[src/rtl/debug_reg_dump_pkg.sv]
// Shared types and constants for the debug register dump streamer.
// Holds the dump FSM state encoding and the processor debug-port geometry.
package debug_reg_dump_pkg;

    // CAPTURE is a label for the final SETTLE cycle. It is never entered on its own.
    typedef enum logic [2:0] {
        IDLE,
        EMIT,
        SETTLE,
        CAPTURE,
        CSUM,
        DONE
    } dump_state_e;

    localparam int DBG_SEL_W  = 5;
    localparam int DBG_DATA_W = 32;

    localparam int IDX_PC       = 0;
    localparam int IDX_REG_BASE = 1;

endpackage

[src/rtl/debug_reg_dump.sv]
// Sweeps the processor register file through its debug port and streams PC + registers
// as one valid/ready frame. Optional trailing XOR checksum word: DEBUG_DUMP_CHECKSUM_EN.
module debug_reg_dump
    import debug_reg_dump_pkg::*;
#(
    parameter int NUM_REGS      = 32,
    parameter int SETTLE_CYCLES = 1,
    parameter int IDX_W         = 6
) (
    input  logic                  clk,
    input  logic                  reset,
    input  logic                  start,
    input  logic [DBG_DATA_W-1:0] PC,
    input  logic [DBG_DATA_W-1:0] Debug_out,
    output logic [DBG_SEL_W-1:0]  Debug_source_select,
    output logic                  m_valid,
    input  logic                  m_ready,
    output logic [DBG_DATA_W-1:0] m_data,
    output logic [IDX_W-1:0]      m_index,
    output logic                  m_last,
    output logic                  busy,
    output logic                  done
);

    localparam int CNT_W = (SETTLE_CYCLES > 1) ? $clog2(SETTLE_CYCLES) : 1;
    localparam logic [CNT_W-1:0] CNT_INIT     = CNT_W'(SETTLE_CYCLES - 1);
    localparam logic [IDX_W-1:0] IDX_FIRST    = IDX_W'(IDX_PC);
    localparam logic [IDX_W-1:0] IDX_LAST_REG = IDX_W'(IDX_REG_BASE + NUM_REGS - 1);
`ifdef DEBUG_DUMP_CHECKSUM_EN
    localparam logic [IDX_W-1:0] IDX_CHECKSUM = IDX_W'(IDX_REG_BASE + NUM_REGS);
`endif

    dump_state_e           r_state;
    logic [DBG_DATA_W-1:0] r_data;
    logic [IDX_W-1:0]      r_index;
    logic [DBG_SEL_W-1:0]  r_sel;
    logic [CNT_W-1:0]      r_cnt;

    dump_state_e           w_state_nxt;
    logic [DBG_DATA_W-1:0] w_data_nxt;
    logic [IDX_W-1:0]      w_index_nxt;
    logic [DBG_SEL_W-1:0]  w_sel_nxt;
    logic [CNT_W-1:0]      w_cnt_nxt;
    logic                  w_handshake;
    logic                  w_more_regs;

`ifdef DEBUG_DUMP_CHECKSUM_EN
    logic [DBG_DATA_W-1:0] r_csum;
    logic [DBG_DATA_W-1:0] w_csum_nxt;
`endif

    assign w_handshake = m_valid & m_ready;
    assign w_more_regs = (r_index < IDX_LAST_REG);

    // NOTE: every signal driven here gets a default first so no path can infer a latch.
    always_comb begin
        w_state_nxt = r_state;
        w_data_nxt  = r_data;
        w_index_nxt = r_index;
        w_sel_nxt   = r_sel;
        w_cnt_nxt   = r_cnt;
`ifdef DEBUG_DUMP_CHECKSUM_EN
        w_csum_nxt  = r_csum;
`endif
        case (r_state)
            IDLE: begin
                if (start) begin
                    w_data_nxt  = PC;
                    w_index_nxt = IDX_FIRST;
`ifdef DEBUG_DUMP_CHECKSUM_EN
                    w_csum_nxt  = PC;
`endif
                    w_state_nxt = EMIT;
                end
            end
            EMIT: begin
                if (w_handshake) begin
                    if (w_more_regs) begin
                        // Word k carries register k-1, so the next register number equals k.
                        w_sel_nxt   = r_index[DBG_SEL_W-1:0];
                        w_cnt_nxt   = CNT_INIT;
                        w_state_nxt = SETTLE;
                    end else begin
`ifdef DEBUG_DUMP_CHECKSUM_EN
                        w_data_nxt  = r_csum;
                        w_index_nxt = IDX_CHECKSUM;
                        w_state_nxt = CSUM;
`else
                        w_state_nxt = DONE;
`endif
                    end
                end
            end
            SETTLE, CAPTURE: begin
                if (r_cnt == '0) begin
                    w_data_nxt  = Debug_out;
                    w_index_nxt = r_index + IDX_W'(1);
`ifdef DEBUG_DUMP_CHECKSUM_EN
                    w_csum_nxt  = r_csum ^ Debug_out;
`endif
                    w_state_nxt = EMIT;
                end else begin
                    w_cnt_nxt = r_cnt - CNT_W'(1);
                end
            end
            CSUM: begin
`ifdef DEBUG_DUMP_CHECKSUM_EN
                if (w_handshake) begin
                    w_state_nxt = DONE;
                end
`else
                w_state_nxt = IDLE;
`endif
            end
            DONE:    w_state_nxt = IDLE;
            default: w_state_nxt = IDLE;
        endcase
    end

    // NOTE: sequential state uses non-blocking assignments so every register samples pre-edge values.
    always_ff @(posedge clk) begin
        if (reset) begin
            r_state <= IDLE;
            r_data  <= '0;
            r_index <= '0;
            r_sel   <= '0;
            r_cnt   <= '0;
`ifdef DEBUG_DUMP_CHECKSUM_EN
            r_csum  <= '0;
`endif
        end else begin
            r_state <= w_state_nxt;
            r_data  <= w_data_nxt;
            r_index <= w_index_nxt;
            r_sel   <= w_sel_nxt;
            r_cnt   <= w_cnt_nxt;
`ifdef DEBUG_DUMP_CHECKSUM_EN
            r_csum  <= w_csum_nxt;
`endif
        end
    end

    assign m_valid             = (r_state == EMIT) || (r_state == CSUM);
    assign m_data              = r_data;
    assign m_index             = r_index;
    assign Debug_source_select = r_sel;
    assign busy                = (r_state != IDLE);
    assign done                = (r_state == DONE);

`ifdef DEBUG_DUMP_CHECKSUM_EN
    assign m_last = (r_state == CSUM);
`else
    assign m_last = (r_state == EMIT) && (r_index == IDX_LAST_REG);
`endif

endmodule

[config.mk]
export PLATFORM = sky130hd
export DESIGN_NAME = debug_reg_dump
export DESIGN_NICKNAME = d
export VERILOG_FILES = /design/src/rtl/debug_reg_dump_pkg.sv /design/src/rtl/debug_reg_dump.sv
export SDC_FILE = /design/constraint.sdc
export NUM_CORES = 1
export LEC_CHECK = 0
export CELL_PAD_IN_SITES_DETAIL_PLACEMENT = 1
export CELL_PAD_IN_SITES_GLOBAL_PLACEMENT = 1
export CORE_MARGIN = 1
export CORE_UTILIZATION = 27
export DETAILED_ROUTE_END_ITERATION = 6
export PLACE_DENSITY_LB_ADDON = 0.1
export REMOVE_ABC_BUFFERS = 1
export SYNTH_ARGS = -nofsm -noshare
export SYNTH_HDL_FRONTEND = slang
export SYNTH_SLANG_ARGS = --single-unit
[constraint.sdc]
create_clock -name clk -period 2.1 [get_ports clk]
set_input_delay 0.42 -clock clk [delete_from_list [all_inputs] [get_ports clk]]
set_output_delay 0.42 -clock clk [all_outputs]
set_load 0.01 [all_outputs]
Yosys cells after proc, flatten, opt, wreduce, memory -nomap -nowiden
Cells that the tools add are included.
Widths: inputs -> output; s select.

operators by class
  order comparisons = 1
  equality and inequality tests = 10
  reduce and logical (&&, ||, !) cells = 11
  bitwise gates (word level) = 1
  add/subtract/negate cells = 2
  muxes and demuxes = 15

operators with widths
  kind                 count
  $mux 32              2
  $pmux 32 s2          1
  $mux 3               4
  $mux 6               2
  $pmux 6 s2           1
  $reduce_and 3->1     4
  $pmux 3 s3           1
  $ne 2x2->1 const B   4
  $add 6x1->6 const B  1
  $eq 3x2->1 const B   2
  $eq 3x3->1 const B   2
  $eq 6x6->1 const B   1
  $lt 6x6->1 const B   1
  $reduce_bool 2->1    2
  $eq 3x1->1 const B   1
  $logic_not 3->1      1
  $mux 1               3
  $reduce_bool 3->1    1
  $pmux 1 s2           1
  $reduce_or 2->1      1
  $and 1x1->1          1
  $logic_and 1x1->1    1
  $logic_or 1x1->1     1
  $sub 1x1->1 const B  1

word-level totals
  logic and storage cells = 45
  output and inout port bits = 47
  bits of input ports = 68
  register bits = 47

Logic depth before layout (Yosys ltp)
Gate-level depths: netlist of the first run.

  depth in word-level cells = 5
  mapped depth = 6
  mapped depth without buffers = 4

Least setup slack after synthesis of the first run
Ideal clock, no wire load.

  path type = register to register
  from = register r_index[5], in the netlist m_index[5]
  to = register r_sel[3], in the netlist Debug_source_select[3]
  data arrival time = 1413 ps
  data required time = 1979 ps
  setup slack = 566 ps
  path buffers = 1
  library setup time = 121 ps
  period minus slack after synthesis = 1534 ps
  stages on the path, launching flop included = 5
  path through = dfxtp_1 nand2b_4 or4b_4 buf_6 mux2_4

between the ends
  cells in the longest elaborated chain, start to end = 2

ends and longest elaborated chain
  element                     line                   RTL
  start, declared             debug_reg_dump.sv:35   logic [IDX_W-1:0] r_index;
  start signal, assigned      debug_reg_dump.sv:134  r_index <= w_index_nxt;
  $lt 6x6->1                  debug_reg_dump.sv:53   assign w_more_regs = (r_index < IDX_LAST_REG);
  $reduce_and 3->1 (no line)  --
  end signal, assigned        debug_reg_dump.sv:135  r_sel <= w_sel_nxt;
  end, declared               debug_reg_dump.sv:36   logic [DBG_SEL_W-1:0] r_sel;

Every way passes these cells.
A chain may end at the register's enable or synchronous reset.

Final worst setup path of the first run
  from = register r_state[2]
  to = output port m_valid

between the ends
  cells in the longest elaborated chain, start to end = 2
  elaborated cells between the ends (all ways) = 3
  those cells by class = 2 x eq/ne; 1 x reduce/logical

ends and longest elaborated chain
  element                                          line                   RTL
  start, declared                                  debug_reg_dump.sv:33   dump_state_e r_state;
  start signal, assigned                           debug_reg_dump.sv:132  r_state <= w_state_nxt;
  $eq 3x1->1 / $eq 3x3->1 (equally long branches)  debug_reg_dump.sv:143  assign m_valid = (r_state == EMIT) || (r_state == CSUM);
  $logic_or 1x1->1 (*)                             debug_reg_dump.sv:143
  end, declared                                    debug_reg_dump.sv:16   output logic m_valid,

Mark *: on every way between the ends. The rest lies on a longest branch, timed or not.

==> results of run 1 <==
[cell usage in the layout (no fill, tap or decap), types with 2 or more instances in the layout]
| cell type | instances |
|---|---|
| inv_1 | 3 |
| nor2b_1 | 3 |
| dlygate4sd2_1 | 2 |
| nand3_1 | 3 |
| nand2_1 | 66 |
| clkdlybuf4s50_1 | 111 |
| buf_4 | 9 |
| mux2i_1 | 5 |
| nand2b_1 | 11 |
| clkbuf_8 | 6 |
| a211oi_1 | 2 |
| buf_12 | 3 |
| a311oi_1 | 33 |
| dfxtp_1 | 46 |
| nor3_1 | 34 |
| nand3b_1 | 2 |
| o211ai_1 | 2 |
| nor2_1 | 5 |
| bufinv_16 | 2 |
| ha_1 | 2 |
[area by class of cell]
cell class,instances,area (um2),area share
inverters,3,11.3,0.00313
repair buffers,126,1260,0.350
clock inverters,2,60.1,0.0167
multi-input cells,187,1140,0.316
flip-flops and latches,46,921,0.256
well taps,102,128,0.0354
clock buffers,6,82.6,0.0229
[report_power, final]
part	total, mW	switching, mW	leakage, nW	internal (mW)
clock	0.834	0.326	0.0714	0.508
sequential	0.968	0.0329	0.379	0.935
combinational	0.531	0.219	0.882	0.312
[cells by family after synthesis]
kind of cell               after synthesis  synth area share
and+or+nand+nor                        138             0.312
adders and majority gates                2            0.0114
xor gates and xnor gates                 1           0.00401
AOI/OAI and AO/OA                       40             0.157
muxes                                    6            0.0297
DFF                                     46             0.421
buffers and inverters                   31            0.0646
[worst max-delay path: stages, from the launching register on]
cell,delay [ns]
dfxtp_1,0.32
buf_4,0.18
xnor2_1,0.14
nor2_1,0.08
clkdlybuf4s50_1,0.53
[sequential cells by signal, summed over array words and instances (netlist names)]
signal and count:
r_state 3, m_data 32, m_index 6, Debug_source_select 5
[per-stage QoR]
| stage | hold WS (ns) | instance area [um2] |
|---|---|---|
| global route | 0.504 | 3600 |
| global placement | 0.470 | 3460 |
| detailed placement | 0.481 | 3460 |
| floorplan | 0.492 | 2060 |
| finish | 0.490 | 3600 |
| CTS | 0.496 | 3600 |
[per-layer routing]
metal	vias up	wire length, um
li1	1153	-
met3	5	487
met4	0	59
met1	1082	3260
met5	-	0
met2	66	3370
[repair_timing]
item / CTS / global route
hold endpoints to repair: 0 / 0
setup endpoints to repair: 2 / 0
resized for setup: 3 / 0
[worst paths after layout]
path | cells after the start | startpoint | slack [ns] | endpoint
worst max-delay path | 4 | r_state[2] | 0.12 | m_valid
worst min-delay path | 2 | Debug_source_select[0] | 0.49 | Debug_source_select[0]
worst max register to register | 5 | r_state[2] | 0.57 | m_data[5]
worst min register to register | 2 | Debug_source_select[0] | 0.49 | Debug_source_select[0]
==> impl_metrics.tcl, run 1 <==
set metrics [dict create \
    async_flop_share 0 \
    post-route-period-util 0.944 \
    track_usage 0.173 \
    power_mw 2.33 \
    dieArea_um2 8460 \
    diodes 0 \
    area_growth_pct 64.7 \
    drtAntennaViolNets 0 \
    place_hpwl_um 4830 \
    antenna_found_initial 0 \
    routedWlPerCell_um 15.2 \
    nFillCells 919 \
    p_leak_nw 1.33 \
    met1_usage 0.224 \
    viasPerCell 4.89 \
    core.rowCount 32 \
    io_pins 115 \
    required_ns 1.68 \
    max_cap_viol_count 0 \
    layout.nets 439 \
    cts_tree "yes" \
    finalHoldViolations 0 \
    hold_buffers 0 \
    die_w_um 92 \
    drive_gt1_frac 0.0784 \
    setup_ws_ns 0.117 \
    grt_max_degree 68 \
    relSlewSlack 0.530 \
    dp_slack_ns 0.0832 \
    irDropWorstVdd_uv 329 \
    drt_iter0_markers 58 \
    synthesis.area_um2 2190 \
    clk_pin_slew_ns 0.09 \
    rsz0062_at_grt "no" \
    overflow 0 \
    start_util 0.282 \
    io_buffers 114 \
    place.gp.congestion 0.708 \
    cp_data_arrival_time_ns 1.56 \
    setup_viol 0 \
    cts.sinks 46 \
    status "complete, no violations" \
    synth_top_cell_area_share 0.421 \
    fin_util 0.464 \
    yosysSeqAreaShare 0.421 \
    drt-total-wl_um 7170 \
    clockRootBuffer "clkbuf_8" \
    die_h_um 92 \
    power.density_nw_per_um2 648 \
    cts_buffers 5 \
    cp_max_fo 12 \
    setup_tns_ns 0 \
    worst_pin_slew_ns 0.705 \
    synth_edf_count 0 \
    grt_util_met2 0.278 \
    yosysTopAreaCell "dfxtp_1" \
    avgSynthCellArea_um2 8.28 \
    use_met3 0.0547 \
    core_area_um2 7770 \
    route.detailed.drc 0 \
    grt_pass1_vias 2234 \
    finClkSkew_ns 0.00601 \
    grt_pass1_wl_um 11600 \
    yosysMostFrequentCell "nand2_1" \
    grt.busiest_layer "met2" \
    htree_levels 2 \
    hp-class "flip-flop to flip-flop" \
    via_count 2306 \
    clk_latency_ns 0.30 \
    slew_viol_final 0 \
    cp-end-kind "output port" \
    ys_top_cells_by_area "dfxtp_1 (42%), a311oi_1 (13%), nand2_1 (11%), nor3_1 (7.8%), buf_2 (3.2%)" \
    clock_path_buffers 2 \
    placed_cells 464 \
    dr.pass1.iters 6 \
    synth.distinct_cells 36 \
    ys_ff_latch 46 \
    startpoint_type "flip-flop" \
    crit_type "flip-flop to output port" \
    finalNonFillerCells 472 \
    ys.flop_type "dfxtp_1" \
    synth_common_cells "nand2_1 (66), dfxtp_1 (46), nor3_1 (34)" \
    post-cts-setup-buffers 0 \
    period_needed_ns 1.98 \
    synthCells 264 \
    fmax_mhz 504 \
    yosys_warnings 0 \
]
Note: power is estimated with default switching activity, not from simulation.
==> run 2: changes to the inputs <==
Clock period 2.1 ns to 2.05 ns, I/O delays scaled along.
==> impl_metrics.tcl, run 2 (synthesized netlist as in run 1, its figures left out) <==
set metrics [dict create \
    status "complete, no violations" \
    hp-class "flip-flop to flip-flop" \
    grt_max_degree 68 \
    cts_tree "yes" \
    cp_max_fo 12 \
    worst_pin_slew_ns 0.658 \
    core.rowCount 32 \
    seqPwrFrac 0.469 \
    track_usage 0.177 \
    htree_levels 2 \
    relSlewSlack 0.562 \
    route.detailed.drc 0 \
    clk_pin_slew_ns 0.08 \
    required_ns 1.64 \
    power_mw 2.12 \
    crit_chain "buf_4, xnor2_1, nor2_1, clkdlybuf4s50_1" \
    pwr-share-clk 0.274 \
    internal_power_mw 1.55 \
    dr.pass1.iters 4 \
    grt_pass1_wl_um 11900 \
    cts_resized 2 \
    io_buffers 114 \
    overflow 0 \
    drt_iter0_markers 72 \
    place_hpwl_um 4800 \
    power.density_nw_per_um2 596 \
    drive_gt1_frac 0.0755 \
    grt_pass1_vias 2322 \
    irDropWorstVdd_uv 239 \
    via_count 2324 \
    drt-total-wl_um 7280 \
    cp-end-kind "output port" \
    period_needed_ns 1.94 \
    hold_buffers 0 \
    slowest_stage "clkdlybuf4s50_1" \
    fin_util 0.457 \
    post-cts-setup-buffers 0 \
    slowest_delay_ns 0.53 \
    largest_reg_flops 32 \
    final_common_cell "clkdlybuf4s50_1" \
    finalHoldViolations 0 \
    drtAntennaViolNets 0 \
    crit_type "flip-flop to output port" \
    p_leak_nw 1.31 \
    area_growth_pct 62.4 \
    clk_latency_ns 0.30 \
    rsz0062_at_grt "no" \
    cts.sinks 46 \
    io_pins 115 \
    nFillCells 931 \
    cp_data_arrival_time_ns 1.53 \
    startpoint_type "flip-flop" \
    viasPerCell 4.91 \
    start_util 0.282 \
    place.gp.congestion 0.676 \
    clockRootBuffer "clkbuf_8" \
    layout.nets 440 \
    setup_viol 0 \
    crit_start "r_state[2]" \
    whs_ns 0.478 \
    switching_power_mw 0.564 \
    antenna_found_initial 0 \
    min_from "Debug_source_select[1]" \
    setup_tns_ns 0 \
    die_w_um 92 \
    core_area_um2 7770 \
    multiInputGateArea_um2 1130 \
    r2r-start "r_state[2]" \
    slew_viol_final 0 \
    clock_path_buffers 2 \
    swShare 0.267 \
    dieArea_um2 8460 \
    final_cell_mix "clkdlybuf4s50_1 (111), nand2_1 (66), dfxtp_1 (46)" \
    finClkSkew_ns 0.0107 \
    die_h_um 92 \
    cts_buffers 5 \
    power_frac_comb 0.258 \
    post-route-period-util 0.945 \
    fmax_mhz 516 \
    diodes 0 \
    seqCellArea_um2 921 \
    max_cap_viol_count 0 \
    routedWlPerCell_um 15.4 \
]
run 2: cell types whose count changed in the layout (fill, tap and decap cells not counted), sizes merged:
cell    before  now
buf         13   14
clkbuf       6    7
clkinv       0    1
bufinv       2    0
run 2: path summary, 6_finish.rpt:
check | slack [ns] | endpoint | depth (start not counted)
worst max-delay path | 0.11 | m_valid | 4
worst min-delay path | 0.48 | Debug_source_select[1] | 2
worst max register to register | 0.48 | m_data[6] | 5
worst min register to register | 0.48 | Debug_source_select[1] | 2
run 2: per-layer routing:
layer  vias up  part of all wire  track usage  routed length, um
met5         -                 0            0                  0
met4         0            0.0099       0.0469                 72
met3         5             0.064       0.0473                463
met2        67              0.47        0.294               3410
met1      1099              0.46        0.227               3340
li1       1153                 -            -                  -
run 2: worst max-delay path: cells and delay by family, from the launching register on:
family | cells | cell delay, ns
xor gates and xnor gates | 1 | 0.13
buffers and inverters | 2 | 0.70
DFF | 1 | 0.31
and+or+nand+nor | 1 | 0.08
run 2: area by class of cell:
| class | count | area share |
|---|---|---|
| clock buffer | 7 | 0.0243 |
| multi-input combinational | 187 | 0.319 |
| sequential | 46 | 0.259 |
| tap | 102 | 0.0359 |
| timing repair buffer | 127 | 0.357 |
| inverter | 3 | 0.00317 |
| clock inverter | 1 | 0.00141 |
run 2: power by group through the flow:
stage | Sequential, mW | Clock, mW | Combinational, mW
6_report | 0.991 | 0.579 | 0.545
4_1_cts | 0.993 | 0.604 | 0.555
3_3_place_gp | 1.01 | 0 | 0.549
5_1_grt | 1.00 | 0.643 | 0.592
3_5_place_dp | 1.01 | 0 | 0.554
2_1_floorplan | 1.04 | 0 | 0.165
run 2: stage by stage:
stage | instances | setup slack [ns] | instance area [um2]
after floorplan | 236 | -0.105 | 2060
after global placement | 465 | 0.113 | 3460
after detailed placement | 465 | 0.0861 | 3460
after CTS | 473 | 0.0910 | 3550
after global routing | 473 | 0.00102 | 3550
final | 473 | 0.113 | 3550
==> run 3: changes to the inputs <==
Settings changed: CORE_ASPECT_RATIO from default to 0.6, SKIP_CTS_REPAIR_TIMING from default to 1.
==> impl_metrics.tcl, run 3 (synthesized netlist as in run 1, its figures left out) <==
set metrics [dict create \
    overflow 0 \
    cp-end-kind "output port" \
    relSlewSlack 0.652 \
    rr_endpoint "m_index[4]" \
    rsz0062_at_grt "no" \
    r2r-start "r_state[2]" \
    cts_tree "yes" \
    post-route-period-util 0.954 \
    drtAntennaViolNets 0 \
    slowest_delay_ns 0.54 \
    cp_max_fo 7 \
    place_hpwl_um 5110 \
    r2r_cells 5 \
    clk_latency_ns 0.29 \
    highest_layer "met4" \
    final_cell_mix "clkdlybuf4s50_1 (111), nand2_1 (66), dfxtp_1 (45)" \
    clock_path_buffers 2 \
    required_ns 1.64 \
    clockRootBuffer "clkbuf_16" \
    finalHoldViolations 0 \
    wl_met1_um 3710 \
    crit_type "flip-flop to output port" \
    whs_ns 0.474 \
    clk_pin_slew_ns 0.06 \
    core.rowCount 24 \
    start_util 0.290 \
    reg2reg_slack_ns 0.50 \
    die_w_um 118 \
    p_leak_nw 1.37 \
    final_common_cell "clkdlybuf4s50_1" \
    wl_met3_um 672 \
    largest_reg_flops 32 \
    grt_pass1_wl_um 11900 \
    grt_max_degree 68 \
    diodes 0 \
    period_needed_ns 1.96 \
    dr.pass1.iters 4 \
    drive_gt1_frac 0.0858 \
    crit_family "buffers and inverters" \
    worst_pin_slew_ns 0.522 \
    drt_iter0_markers 77 \
    status "complete, no violations" \
    io_pins 115 \
    wl_met2_um 2890 \
    startpoint_type "flip-flop" \
    hold_depth 2 \
    crit_chain "buf_4, and3b_1, clkdlybuf4s50_1" \
    area_growth_pct 66.5 \
    hp-class "flip-flop to flip-flop" \
    min_from "Debug_source_select[0]" \
    setup_viol 0 \
    route.detailed.drc 0 \
    cp_data_arrival_time_ns 1.55 \
    drt-total-wl_um 7340 \
    power.density_nw_per_um2 651 \
    via_count 2310 \
    core_area_um2 7540 \
    hold_end "Debug_source_select[0]" \
    cts_buffers 5 \
    antenna_found_initial 0 \
    layout.nets 442 \
    slew_viol_final 0 \
    viasPerCell 4.84 \
    grt_pass1_vias 2253 \
    htree_levels 2 \
    dieArea_um2 8480 \
    fmax_mhz 511 \
    finClkSkew_ns 0.00538 \
    track_usage 0.179 \
    irDropWorstVdd_uv 310 \
    fin_util 0.483 \
    cts.sinks 46 \
    worst-path-buf-inv 2 \
    io_buffers 114 \
    slowest_stage "clkdlybuf4s50_1" \
    die_h_um 71.7 \
    max_cap_viol_count 0 \
    place.gp.congestion 0.710 \
    routedWlPerCell_um 15.4 \
]
[run 3: cell types whose count changed in the layout (fill, tap and decap cells not counted), moves of 2 or more]
| cell | change |
|---|---|
| dlymetal6s2s_1 | +2 |
| clkbuf_16 | +5 |
| clkbuf_8 | -5 |
| dlygate4sd2_1 | -2 |
| buf_4 | +2 |
[run 3: through the flow]
stage / cells / area, um2 / setup TNS [ns] / power, mW / setup slack [ns]
global placement: 469 / 3480 / 0 / 1.56 / 0.115
global route: 477 / 3640 / 0 / 2.51 / 0.0121
detailed placement: 469 / 3480 / 0 / 1.57 / 0.0930
floorplan: 236 / 2060 / -1.98 / 1.21 / -0.105
CTS: 477 / 3630 / -0.168 / 2.40 / -0.168
finish: 477 / 3640 / 0 / 2.37 / 0.0938
[run 3: how the worst max path moves through the flow]
stage | startpoint | to | slack, ns | depth (start not counted)
global placement | m_ready | Debug_source_select[3] | 0.12 | 4
finish | r_state[0] | done | 0.09 | 3
floorplan | r_state[1] | m_index[2] | -0.10 | 3
global route | r_state[0] | m_valid | 0.01 | 4
CTS | r_state[2] | m_last | -0.17 | 4
detailed placement | m_ready | Debug_source_select[3] | 0.09 | 4
[run 3: per-layer routing]
| layer | global-route usage | vias to the layer above |
|---|---|---|
| met5 | 0 | - |
| met4 | 0.0427 | 0 |
| met3 | 0.0812 | 5 |
| met2 | 0.265 | 80 |
| met1 | 0.235 | 1062 |
| li1 | - | 1163 |
[run 3: area by class of cell]
cell class	count	area [um2]
fillers	883	3900
repair buffers	129	1290
multi-input cells	187	1140
flip-flops and latches	46	922
clock buffers	7	143
well taps	104	130
inverters	3	11.3
clock inverters	1	5.00
[run 3: where the power goes]
part	leakage, nW	switching (mW)	total, mW	internal [mW]
Clock	0.0739	0.343	0.827	0.484
Sequential	0.379	0.0324	0.991	0.959
Combinational	0.919	0.227	0.551	0.324
[run 3: tightest hold or removal path, delay by kind of cell (launching register included)]
kind / cells / cell delay (ns)
simple gates: 1 / 0.06
mux: 1 / 0.06
flops: 1 / 0.31
